### src/rtl/hazard_ctrl_if.sv
// Hazard-control bundle between the 5-stage datapath and hazard_ctrl.
// The datapath (master) reports hazard sources; the controller (slave) returns hold/flush controls.
interface hazard_ctrl_if #(
    parameter int CNT_W = 16
);
    logic [4:0]       IFID_rs_i;
    logic [4:0]       IFID_rt_i;
    logic             IFID_use_rt_i;
    logic             IDEX_memread_i;
    logic [4:0]       IDEX_rt_i;
    logic             branch_taken_i;
    logic             EXMEM_memaccess_i;
    logic             dmem_ready_i;
    logic             PC_write_o;
    logic             IFID_write_o;
    logic             IFID_flush_o;
    logic             IDEX_bubble_o;
    logic             pipe_hold_o;
    logic             mem_err_o;
    logic [CNT_W-1:0] stall_cycles_o;

    modport master (
        output IFID_rs_i, IFID_rt_i, IFID_use_rt_i, IDEX_memread_i, IDEX_rt_i,
               branch_taken_i, EXMEM_memaccess_i, dmem_ready_i,
        input  PC_write_o, IFID_write_o, IFID_flush_o, IDEX_bubble_o,
               pipe_hold_o, mem_err_o, stall_cycles_o
    );

    modport slave (
        input  IFID_rs_i, IFID_rt_i, IFID_use_rt_i, IDEX_memread_i, IDEX_rt_i,
               branch_taken_i, EXMEM_memaccess_i, dmem_ready_i,
        output PC_write_o, IFID_write_o, IFID_flush_o, IDEX_bubble_o,
               pipe_hold_o, mem_err_o, stall_cycles_o
    );
endinterface

### src/rtl/hazard_ctrl.sv
// Stall/flush controller: load-use stalls, taken-branch flushes, and back-end freeze
// while a variable-latency data memory access is outstanding, with timeout and stall counter.
module hazard_ctrl #(
    parameter int MEM_TIMEOUT = 64,
    parameter int CNT_W       = 16
) (
    input logic          clk_i,
    input logic          rst_i,
    hazard_ctrl_if.slave hz
);
    localparam int WAIT_W = (MEM_TIMEOUT > 2) ? $clog2(MEM_TIMEOUT) : 1;
    localparam logic [WAIT_W-1:0] WAIT_LAST = WAIT_W'(MEM_TIMEOUT - 1);

    typedef enum logic [1:0] {RUN, MEMWAIT, ERR} state_e;

    state_e            state_q, state_d;
    logic [WAIT_W-1:0] wait_q, wait_d;
    logic [CNT_W-1:0]  cnt_q;
    logic              lu, mw, freeze, stall;

    assign lu = hz.IDEX_memread_i && (hz.IDEX_rt_i != 5'd0) &&
                ((hz.IDEX_rt_i == hz.IFID_rs_i) ||
                 (hz.IFID_use_rt_i && (hz.IDEX_rt_i == hz.IFID_rt_i)));
    assign mw = hz.EXMEM_memaccess_i && !hz.dmem_ready_i;

    // NOTE: every variable gets a default before the case so no path can infer a latch.
    always_comb begin
        state_d = state_q;
        wait_d  = wait_q;
        freeze  = 1'b0;
        stall   = 1'b0;
        unique case (state_q)
            RUN: begin
                if (mw) begin
                    freeze  = 1'b1;
                    wait_d  = WAIT_W'(1);
                    state_d = MEMWAIT;
                end else begin
                    stall = lu;
                end
            end
            MEMWAIT: begin
                if (hz.dmem_ready_i) begin
                    stall   = lu;
                    wait_d  = '0;
                    state_d = RUN;
                end else if (wait_q == WAIT_LAST) begin
                    freeze  = 1'b1;
                    state_d = ERR;
                end else begin
                    freeze = 1'b1;
                    wait_d = wait_q + 1'b1;
                end
            end
            ERR:     freeze = 1'b1;
            default: state_d = RUN;
        endcase
    end

    // Priority freeze > stall > flush; a held branch flushes on its first normal cycle.
    assign hz.PC_write_o     = !freeze && !stall;
    assign hz.IFID_write_o   = !freeze && !stall;
    assign hz.IDEX_bubble_o  = !freeze && stall;
    assign hz.pipe_hold_o    = freeze;
    assign hz.IFID_flush_o   = !freeze && !stall && hz.branch_taken_i;
    assign hz.mem_err_o      = (state_q == ERR);
    assign hz.stall_cycles_o = cnt_q;

    // NOTE: sequential state uses non-blocking assignments so all registers update together.
    always_ff @(posedge clk_i) begin
        if (rst_i) begin
            state_q <= RUN;
            wait_q  <= '0;
            cnt_q   <= '0;
        end else begin
            state_q <= state_d;
            wait_q  <= wait_d;
            if ((freeze || stall) && (cnt_q != {CNT_W{1'b1}}))
                cnt_q <= cnt_q + 1'b1;
        end
    end
endmodule
### src/flat_wrapper.sv
// flat-port wrapper written by rule: the top's interface ports become plain ports
module hazard_ctrl_flat 
#(
    parameter int MEM_TIMEOUT = 64,
    parameter int CNT_W       = 16
)
  (clk_i, rst_i, hz_IFID_rs_i, hz_IFID_rt_i, hz_IFID_use_rt_i, hz_IDEX_memread_i, hz_IDEX_rt_i, hz_branch_taken_i, hz_EXMEM_memaccess_i, hz_dmem_ready_i, hz_PC_write_o, hz_IFID_write_o, hz_IFID_flush_o, hz_IDEX_bubble_o, hz_pipe_hold_o, hz_mem_err_o, hz_stall_cycles_o);
  hazard_ctrl_if #(.CNT_W(CNT_W)) hz_i ();
  input logic clk_i;
  input logic rst_i;
  input wire logic [$bits(hz_i.IFID_rs_i)-1:0] hz_IFID_rs_i;
  input wire logic [$bits(hz_i.IFID_rt_i)-1:0] hz_IFID_rt_i;
  input wire logic [$bits(hz_i.IFID_use_rt_i)-1:0] hz_IFID_use_rt_i;
  input wire logic [$bits(hz_i.IDEX_memread_i)-1:0] hz_IDEX_memread_i;
  input wire logic [$bits(hz_i.IDEX_rt_i)-1:0] hz_IDEX_rt_i;
  input wire logic [$bits(hz_i.branch_taken_i)-1:0] hz_branch_taken_i;
  input wire logic [$bits(hz_i.EXMEM_memaccess_i)-1:0] hz_EXMEM_memaccess_i;
  input wire logic [$bits(hz_i.dmem_ready_i)-1:0] hz_dmem_ready_i;
  output wire logic [$bits(hz_i.PC_write_o)-1:0] hz_PC_write_o;
  output wire logic [$bits(hz_i.IFID_write_o)-1:0] hz_IFID_write_o;
  output wire logic [$bits(hz_i.IFID_flush_o)-1:0] hz_IFID_flush_o;
  output wire logic [$bits(hz_i.IDEX_bubble_o)-1:0] hz_IDEX_bubble_o;
  output wire logic [$bits(hz_i.pipe_hold_o)-1:0] hz_pipe_hold_o;
  output wire logic [$bits(hz_i.mem_err_o)-1:0] hz_mem_err_o;
  output wire logic [$bits(hz_i.stall_cycles_o)-1:0] hz_stall_cycles_o;
  assign hz_i.IFID_rs_i = hz_IFID_rs_i;
  assign hz_i.IFID_rt_i = hz_IFID_rt_i;
  assign hz_i.IFID_use_rt_i = hz_IFID_use_rt_i;
  assign hz_i.IDEX_memread_i = hz_IDEX_memread_i;
  assign hz_i.IDEX_rt_i = hz_IDEX_rt_i;
  assign hz_i.branch_taken_i = hz_branch_taken_i;
  assign hz_i.EXMEM_memaccess_i = hz_EXMEM_memaccess_i;
  assign hz_i.dmem_ready_i = hz_dmem_ready_i;
  assign hz_PC_write_o = hz_i.PC_write_o;
  assign hz_IFID_write_o = hz_i.IFID_write_o;
  assign hz_IFID_flush_o = hz_i.IFID_flush_o;
  assign hz_IDEX_bubble_o = hz_i.IDEX_bubble_o;
  assign hz_pipe_hold_o = hz_i.pipe_hold_o;
  assign hz_mem_err_o = hz_i.mem_err_o;
  assign hz_stall_cycles_o = hz_i.stall_cycles_o;
  hazard_ctrl #(.MEM_TIMEOUT(MEM_TIMEOUT), .CNT_W(CNT_W)) u_core (.clk_i(clk_i), .rst_i(rst_i), .hz(hz_i));
endmodule
### config.mk
export PLATFORM = sky130hd
export DESIGN_NAME = hazard_ctrl_flat
export DESIGN_NICKNAME = d
export VERILOG_FILES = /design/src/rtl/hazard_ctrl_if.sv /design/src/rtl/hazard_ctrl.sv /design/src/flat_wrapper.sv
export SDC_FILE = /design/constraint.sdc
export NUM_CORES = 1
export LEC_CHECK = 0
export CAP_MARGIN = 20
export CORE_UTILIZATION = 49
export CTS_CLUSTER_SIZE = 40
export DETAILED_ROUTE_END_ITERATION = 7
export GPL_TIMING_DRIVEN = 1
export HOLD_SLACK_MARGIN = 0.12
export PLACE_DENSITY = 0.84
export SLEW_MARGIN = 20
export SYNTH_ARGS = -nofsm -noshare
export SYNTH_HDL_FRONTEND = slang
export SYNTH_SLANG_ARGS = --single-unit
### constraint.sdc
create_clock -name clk_i -period 4.6 [get_ports clk_i]
set_input_delay 0.92 -clock clk_i [delete_from_list [all_inputs] [get_ports clk_i]]
set_output_delay 0.92 -clock clk_i [all_outputs]
set_load 0.005 [all_outputs]
==> qor.yml <==
run_status:
  outcome: "finished clean"
hold_path:
  holdCritStartpoint: "u_core.hz.stall_cycles_o[9]"
  min_path_type: "flip-flop to flip-flop"
clock_network:
  post_cts.repair.setup_buffers: 0
  cts_hold_buf: 0
  cts-root-buf: "clkbuf_4"
  cts_tree: "done"
  clock-sinks: 24
  cts_resized: 0
  clk_latency_ps: 310
  cts_buffers: 3
  clock_path_buffers: 2
  cts.clk_slew.worst_paths_ps: 130
  htreeDepth: 1
route:
  drt_iter0_drc: 28
  vias: 1372
  firstDrtPassIters: 4
  drtAntennaViolNets: 0
  routed_wl_mm: 3.32
  wl_per_cell_um: 14.2
  viasPerCell: 5.86
  drc_errors: 0
synthesis:
  yosys_warnings: 0
  synthesis.nets: 187
  yosysUniqueCellTypes: 43
  syn_inst: 163
  synth_edf_count: 0
  synth_ff_type: "dfxtp_1"
  ys_ff_latch: 24
  syn_area_mm2: 0.00139
  synth-async-reset-ratio_pct: 0
  ys_seq_area_share_pct: 34.7
  yosysTopAreaCellShare_pct: 34.7
  avgSynthCellArea_um2: 8.50
  synth_area_leaders: "dfxtp_1, xor2_1, a21oi_1"
  synth_top_area_cell: "dfxtp_1"
worst_setup_path:
  crit_path_max_fanout: 3
  endpoint_kind: "output pin"
  cp-startpoint: "hz_IDEX_rt_i[0]"
  timing.rr.start: "u_core.state_q[0]"
  criticalPathCategory: "primary input to output pin"
  critPathArrivalTime_ps: 3110
  critPathLaunchType: "primary input"
  worstPathRequired_ps: 3680
layout:
  antennaDiodeCount: 0
  final_core_util_pct: 71.5
  final_area_mm2: 0.00184
  layout_common_cells: "clkdlybuf4s50_1, dfxtp_1, xor2_1, a21oi_1, nor2_1"
  final_net_count: 229
  syn2layout_area_growth_pct: 32.6
  drive_gt1_share_pct: 5.88
  final_common_cell: "clkdlybuf4s50_1"
  stdcell_count: 234
timing:
  max_freq_mhz: 248
  finalCriticalPeriod_ps: 4030
  finalSetupTns_ps: 0
  setup_violations: 0
  hold_viol: 0
  holdWs_ps: 517
  slew_violations: 0
  fin_crit_sh_pct: 87.5
  max-slew-margin-rel_pct: 49.9
  worstMarginPinSlew_ps: 749
  fin_ws_ps: 575
  fin_skew_ps: 2.84
  rsz0062_at_grt: "false"
floorplan:
  num_io_pins: 44
  fp.coreArea_mm2: 0.00257
  die_h_um: 55.2
  die_w_um: 55.2
  initial_core_util_pct: 53.9
  rows: 18
  dieArea_mm2: 0.00304
power:
  powerDensity_mw_per_mm2: 212
  p_leak_nw: 0.633
  ir_drop_v: 0.000168
  finalPower_mw: 0.389
placement:
  hpwl_mm: 2.54
  place.gp.congestion: 0.776
  dp.cells: 230
  dpl_cell_area_mm2: 0.00180
  place_worst_setup_slack_ps: 567
  io_buffers: 43
grt:
  grt_pass1_vias: 1212
  grt_max_degree: 28
  grt_use_total_pct: 23.4
  antenna_found_initial: 0
  grt_first_pass_wirelength_mm: 5.21
  grt_overflow: 0
job:
  maxCapViolCount: 0
-- cell usage after synthesis, types with 3 or more instances --
master	count
dfxtp_1	24
nand4_1	4
o21ai_0	3
nand3_1	10
xor2_1	14
or4_1	5
a21oi_1	14
inv_1	9
and3_1	3
o31ai_1	5
or3_1	6
o21ai_1	6
nand2_1	8
nor2_1	13
-- critical path: stages --
cell and delay, ps:
clkdlybuf4s50_1 460, or4_1 560, o2111ai_2 240, o21ai_0 180
inv_1 120, and2_1 130, clkdlybuf4s50_1 490
-- report_power, final --
group	leakage [nW]	switching (mW)	total, mW	internal, mW
combinational	0.418	0.0296	0.0657	0.0361
clock	0.0210	0.0601	0.108	0.0483
sequential	0.194	0.00420	0.215	0.211
total	0.633	0.0939	0.389	0.295
-- cell families (layout without fill, tap and decap cells) --
| group | after synthesis | in the layout | synth area share [%] |
|---|---|---|---|
| buffers and inverters | 15 | 56 | 6.23 |
| AO/OA/AOI/OAI | 44 | 44 | 22.1 |
| multiplexers | 2 | 2 | 1.54 |
| XOR/XNOR | 15 | 15 | 9.49 |
| flip-flops | 24 | 24 | 34.7 |
| AND/OR/NAND/NOR | 61 | 61 | 24.1 |
| adder cells (fa/ha/maj) | 2 | 2 | 1.81 |
-- registers in the layout, summed over array words and instances, names as in the netlist --
name                      cells
u_core.hz.stall_cycles_o     16
u_core.wait_q                 6
u_core.state_q                2
-- path summary, 6_finish.rpt --
kind | to | slack (ps) | depth (start not counted)
worst max-delay path | hz_IFID_flush_o | 570 | 7
worst min-delay path | u_core.hz.stall_cycles_o[9] | 520 | 2
worst max register to register | u_core.hz.stall_cycles_o[15] | 2410 | 6
worst min register to register | u_core.hz.stall_cycles_o[9] | 520 | 2
-- layout make-up --
class | count | area [um^2]
clock buffer | 4 | 36.3
multi-input combinational | 124 | 818
timing repair buffer | 43 | 430
tap | 30 | 37.5
fill | 207 | 731
inverter | 9 | 33.8
sequential | 24 | 480
-- per-layer routing --
metal  vias to the layer above  routed length, um  global-route usage (%)
met5                         -                  0                       0
li1                        683                  -                       -
met4                         0                 25                    7.08
met2                        45               1660                    42.2
met3                         4                272                    4.64
met1                       640               1360                    27.5
Power figures use the tool's default switching activity.
